**config.mk**
```make
export PLATFORM = sky130hd
export DESIGN_NAME = pipeline_tracker
export DESIGN_NICKNAME = d
export VERILOG_FILES = /design/src/rtl/pipeline_tracker.sv
export SDC_FILE = /design/constraint.sdc
export NUM_CORES = 1
export LEC_CHECK = 0
export CORE_AREA = 2 2 193 195
export DETAILED_ROUTE_END_ITERATION = 8
export DIE_AREA = 0 0 195 197
export GPL_TIMING_DRIVEN = 0
export PLACE_DENSITY = 0.61
export SLEW_MARGIN = 30
export SYNTH_ARGS = -nofsm -noshare
export SYNTH_HDL_FRONTEND = slang
export SYNTH_SLANG_ARGS = --single-unit
```
**constraint.sdc**
```tcl
create_clock -name clk -period 26.7 [get_ports clk]
set_clock_uncertainty 0.1 [all_clocks]
set_input_delay 5.34 -clock clk [delete_from_list [all_inputs] [get_ports clk]]
set_output_delay 5.34 -clock clk [all_outputs]
set_load 0.005 [all_outputs]
```
**src/rtl/pipeline_tracker.sv**
```systemverilog
// Instruction-tracking pipeline registers with stall, multi-stage flush and retire.
// Define PERF_COUNTERS_EN to build the saturating performance counters.
module pipeline_tracker #(
    parameter int XLEN        = 32,
    parameter int NSTAGES     = 5,
    parameter int STALL_STAGE = 1,
    parameter int FLUSH_STAGE = 2,
    parameter int CNT_W       = 32
) (
    input  logic                        clk,
    input  logic                        reset,
    input  logic [XLEN-1:0]             i_pc,
    input  logic [31:0]                 i_instr,
    input  logic                        i_stall,
    input  logic                        i_flush,
    output logic                        o_fetch_ack,
    output logic [NSTAGES-2:0]          o_valid,
    output logic [32*(NSTAGES-1)-1:0]   o_instr,
    output logic [XLEN*(NSTAGES-1)-1:0] o_pc,
    output logic                        o_retire,
    output logic [XLEN-1:0]             o_retire_pc,
    output logic [CNT_W-1:0]            o_cyc_cnt,
    output logic [CNT_W-1:0]            o_ret_cnt,
    output logic [CNT_W-1:0]            o_stall_cnt,
    output logic [CNT_W-1:0]            o_flush_cnt
);

    localparam int          NR  = NSTAGES - 1;
    localparam logic [31:0] NOP = 32'h0000_0013;

    // Stage k lives at slot k-1 of these packed vectors.
    logic [NR-1:0]      v_q,   v_d;
    logic [XLEN*NR-1:0] pc_q,  pc_d;
    logic [32*NR-1:0]   ins_q, ins_d;
    logic               stall_eff;

    assign stall_eff = i_stall & ~i_flush;

    always_comb begin
        v_d   = {v_q[NR-2:0], 1'b1};
        pc_d  = {pc_q[XLEN*(NR-1)-1:0], i_pc};
        ins_d = {ins_q[32*(NR-1)-1:0], i_instr};
        for (int k = 1; k <= NR; k++) begin
            if ((i_flush && k <= FLUSH_STAGE) ||
                (stall_eff && k == STALL_STAGE + 1)) begin
                v_d[k-1]              = 1'b0;
                pc_d[XLEN*k-1 -: XLEN] = '0;
                ins_d[32*k-1 -: 32]    = NOP;
            end else if (stall_eff && k <= STALL_STAGE) begin
                v_d[k-1]              = v_q[k-1];
                pc_d[XLEN*k-1 -: XLEN] = pc_q[XLEN*k-1 -: XLEN];
                ins_d[32*k-1 -: 32]    = ins_q[32*k-1 -: 32];
            end
        end
    end

    always_ff @(posedge clk or posedge reset) begin
        if (reset) begin
            v_q   <= '0;
            pc_q  <= '0;
            ins_q <= {NR{NOP}};
        end else begin
            v_q   <= v_d;
            pc_q  <= pc_d;
            ins_q <= ins_d;
        end
    end

    assign o_fetch_ack = ~i_stall & ~i_flush;
    assign o_valid     = v_q;
    assign o_pc        = pc_q;
    assign o_instr     = ins_q;
    assign o_retire    = v_q[NR-1];
    assign o_retire_pc = pc_q[XLEN*NR-1 -: XLEN];

`ifdef PERF_COUNTERS_EN
    logic [CNT_W-1:0] cyc_q, ret_q, stl_q, fls_q;

    function automatic logic [CNT_W-1:0] sat_inc(
        input logic [CNT_W-1:0] c,
        input logic             en
    );
        return (en && c != '1) ? c + CNT_W'(1) : c;
    endfunction

    always_ff @(posedge clk or posedge reset) begin
        if (reset) begin
            cyc_q <= '0;
            ret_q <= '0;
            stl_q <= '0;
            fls_q <= '0;
        end else begin
            cyc_q <= sat_inc(cyc_q, 1'b1);
            ret_q <= sat_inc(ret_q, v_q[NR-1]);
            stl_q <= sat_inc(stl_q, stall_eff);
            fls_q <= sat_inc(fls_q, i_flush);
        end
    end

    assign o_cyc_cnt   = cyc_q;
    assign o_ret_cnt   = ret_q;
    assign o_stall_cnt = stl_q;
    assign o_flush_cnt = fls_q;
`else
    assign o_cyc_cnt   = '0;
    assign o_ret_cnt   = '0;
    assign o_stall_cnt = '0;
    assign o_flush_cnt = '0;
`endif

endmodule

```
======== Yosys cells after proc, flatten, opt, wreduce, memory -nomap -nowiden ========
Index checks and enable logic that the tools add are counted.
operators by class
  equal/unequal tests ..................... 1
  multiplexer cells ....................... 9
  bitwise gates (word level) .............. 4
  reduce and logical (&&, ||, !) cells .... 1
operators by type and width
  cell                count
  $mux 32             6
  $mux 1              3
  $and 1x1->1         2
  $ne 2x2->1 const B  1
  $not 1->1           2
  $logic_or 1x1->1    1
word-level totals
  bits in registers ....................... 260
  output and inout bits ................... 422
  word-level logic and storage cells ...... 21

======== Logic depth before layout (Yosys ltp) ========
  depth in word-level cells ............... 4
  gate-level depth with buffers ........... 5
  mapped depth without buffers ............ 2

======== Worst setup path before layout ========
OpenSTA, ideal clock, no wires.
  kind .................................... input port to output port
  start ................................... in i_stall
  end ..................................... out o_fetch_ack
  arrival time ............................ 5.778 ns
  data required time ...................... 21.260 ns
  slack ................................... 15.482 ns
  cell stages on the path ................. 3
  cell sequence ........................... buf_6 > nor2_4 > buf_2
on the way
  cells in the longest elaborated chain, start to end .. 2
ends and longest elaborated chain
  item         line  text
  from (decl)  14    input logic i_stall,
  $not 1->1    69    assign o_fetch_ack = ~i_stall & ~i_flush;
  $and 1x1->1  69
  to (decl)    16    output logic o_fetch_ack,
No other way between the ends.

======== Worst setup path after layout ========
  start ................................... in i_flush
  end ..................................... out o_fetch_ack
on the way
  cells in the longest elaborated chain, start to end .. 2
ends and longest elaborated chain
  item         line  text
  from (decl)  15    input logic i_flush,
  $not 1->1    69
  $and 1x1->1  69
No other way between the ends.

==> run_results.csv <==
group,metric,value,unit
status,status,"completed",
setup_path,worstPathArrival,6.70,ns
power_and_ir_drop,switching_share,22.8,%
timing,grt_setup_unrepaired,"false",
clocking,root_buffer,"clkbuf_16",
clocking,clk_latency,0.55,ns
cells_and_area,area_growth,56.3,%
power_and_ir_drop,power.internal,0.000703,W
setup_path,critPathCaptureType,"primary output",
grt,grt_max_degree,91,
synth,synth_seq_cells,260,
power_and_ir_drop,ir_drop,38.9,µV
cells_and_area,nets,1359,
timing,period_share,45.5,%
die,rows,70,
grt,grt.total_usage,14.3,%
die,design.portCount,490,
die,die-width,195,µm
placed_design,dp_hpwl,22.2,mm
clocking,cts_hold_buf,0,
setup_path,critPathLaunchType,"primary input",
setup_path,cp_max_fo,10,
route,detail_route.iter0.violations,193,
setup_path,regToRegStartpoint,"o_pc[20]$_DFFE_PP0P_",
synth,yosys_warnings,0,
clocking,htreeDepth,1,
setup_path,crit_required,21.26,ns
timing,max_freq,0.0824,GHz
clocking,clock_sinks,260,
clocking,clockBufferDepth,3,
grt,grt_pass1_vias,6492,
route,wl,28.4,mm
timing,setup_violations,0,
die,initial_core_util,28.0,%
synth,yosysSeqAreaShare,64.2,%
synth,synth_cells,771,
timing,final_max_slew_viol_count,0,
power_and_ir_drop,combPwrFrac,10.6,%
power_and_ir_drop,p_seq_share,45.7,%
route,viasPerCell,3.61,
synth,synth_edf_count,0,
cells_and_area,layout_commonest_cell,"clkdlybuf4s50_1",
clocking,cts_buffers,29,
route,drtPass1Iterations,4,
cells_and_area,fin_util,43.8,%
route,detail-route-antenna-nets,0,
placed_design,gp_congestion,0.873,
timing,hold_violations,0,
placed_design,port_buffers,359,
clocking,clkSlewWorstSetupHoldPaths,0.06,ns
clocking,cts_tree,"yes",
power_and_ir_drop,p_clk_share,43.7,%
clocking,postCtsSetupRepairBufs,0,
route,drc,0,
clocking,cts_resized,0,
die,die-height,197,µm
timing,tightest_slew,0.533,ns
timing,period_needed,12.14,ns
synth,synth_flop_cell,"dfrtp_1",
die,dieArea,38400,µm²
power_and_ir_drop,cellPowerDensity,57.3,nW/µm²
synth,async_flop_share,100,%
synth,ys_types,18,
grt,grt_overflow_total,0,
synth,postSynthAreaPerCell,13.2,µm²
timing,fin_tns_setup,0,ns
die,core,36300,µm²
setup_path,worstSetupStartpoint,"i_flush",
cells_and_area,final_cell_mix,"clkdlybuf4s50_1 (359), buf_4 (296), dfrtp_1 (248), conb_1 (128)",
hold_path,hp-class,"reg -> reg",
route,avgRoutedWirePerCell,15.9,µm
grt,grt_antenna_before_repair,2,
grt,grt_pass1_wl,41.5,mm
flow_run,cap_violations,0,
synth,netlist_area,10200,µm²
hold_path,min-delay-start,"o_instr[36]$_DFF_PP1_",
cells_and_area,drive_gt1_share,28.8,%
power_and_ir_drop,p_leak,8.10,nW
timing,slew_headroom,64.5,%
power_and_ir_drop,power.switching,0.000207,W
route,routed-via-count,6441,
setup_path,critical_path_class,"in -> out",
timing,whs,0.268,ns
cells_and_area,nFillCells,3498,
[sequential cells by signal (all words and copies together) (netlist names)]
name / count
o_pc: 128
o_instr: 128
o_valid: 4
[cell type report]
| class | count | area, µm² | share of cell area, % |
|---|---|---|---|
| Sequential cell | 260 | 6520 | 41.1 |
| Timing Repair Buffer | 362 | 3680 | 23.1 |
| Buffer | 313 | 2320 | 14.6 |
| Multi-Input combinational cell | 323 | 1790 | 11.2 |
| Clock buffer | 43 | 878 | 5.53 |
| Tap cell | 468 | 586 | 3.69 |
| Clock inverter | 11 | 93.8 | 0.591 |
| Inverter | 2 | 15.0 | 0.0945 |
| Antenna cell | 2 | 5.00 | 0.0315 |
[power by group through the flow]
| stage | clock network (W) | registers (W) | logic (W) |
|---|---|---|---|
| 2_1_floorplan | 0 | 0.000421 | 0.0000472 |
| 3_3_place_gp | 0 | 0.000423 | 0.0000952 |
| 3_5_place_dp | 0 | 0.000423 | 0.0000975 |
| 4_1_cts | 0.000412 | 0.000416 | 0.0000978 |
| 5_1_grt | 0.000429 | 0.000417 | 0.000105 |
| 6_report | 0.000398 | 0.000416 | 0.0000968 |
[cells in the mapped netlist (2+ instances only)]
| cell | instances | area (µm²) |
|---|---|---|
| mux2i_1 | 61 | 611 |
| and2_1 | 61 | 382 |
| nor2_1 | 61 | 229 |
| buf_4 | 296 | 2220 |
| buf_6 | 3 | 33.8 |
| nor2b_1 | 3 | 18.8 |
| clkbuf_2 | 5 | 25.0 |
| or3_1 | 3 | 18.8 |
| buf_2 | 7 | 35.0 |
| inv_1 | 2 | 7.51 |
| clkbuf_1 | 2 | 7.51 |
| a211o_1 | 3 | 26.3 |
| dfstp_2 | 12 | 315 |
| dfrtp_1 | 248 | 6210 |
[routing by layer]
metal | wire length (µm) | GRT usage, %
met3 | 1410 | 2.93
met1 | 10800 | 16.9
met4 | 767 | 4.83
met5 | 0 | 0
met2 | 15400 | 25.9
[cells by family (layout without fill, tap and decap cells)]
kind of cell / after synthesis / count (layout) / synth area share (%)
AND/OR/NAND/NOR: 130 / 130 / 6.54
AO/OA/AOI/OAI: 4 / 4 / 0.308
other: 1 / 130 / 0.0369
flip-flops: 260 / 260 / 64.2
buffers and inverters: 315 / 731 / 22.9
multiplexers: 61 / 61 / 6.01
[metrics by stage]
| step | instances | setup slack [ns] | area [µm²] | power (W) |
|---|---|---|---|---|
| after floorplan | 898 | 14.12 | 10600 | 0.000468 |
| after global placement | 1725 | 10.62 | 14800 | 0.000518 |
| after detailed placement | 1728 | 14.46 | 14900 | 0.000520 |
| after CTS | 1782 | 14.46 | 15900 | 0.000925 |
| after global routing | 1784 | 14.46 | 15900 | 0.000952 |
| final | 1784 | 14.56 | 15900 | 0.000910 |
[path summary, 6_finish.rpt]
check | slack, ns | to | cells past startpoint
max in group asynchronous | 20.30 | o_instr[65]$_DFF_PP1_ | 4
worst min-delay path | 0.27 | o_instr[68]$_DFF_PP1_ | 0
worst min register to register | 0.27 | o_instr[68]$_DFF_PP1_ | 0
worst max-delay path | 14.56 | o_fetch_ack | 4
worst max register to register | 25.78 | o_pc[20]$_DFFE_PP0P_ | 2
min in group asynchronous | 5.09 | o_instr[111]$_DFF_PP0_ | 2
[critical path: stages]
cell and delay [ns]:
buf_2 0.16, nor2_4 0.31, buf_2 0.30, clkdlybuf4s50_1 0.57
Note: power is estimated with default switching activity, not from simulation.
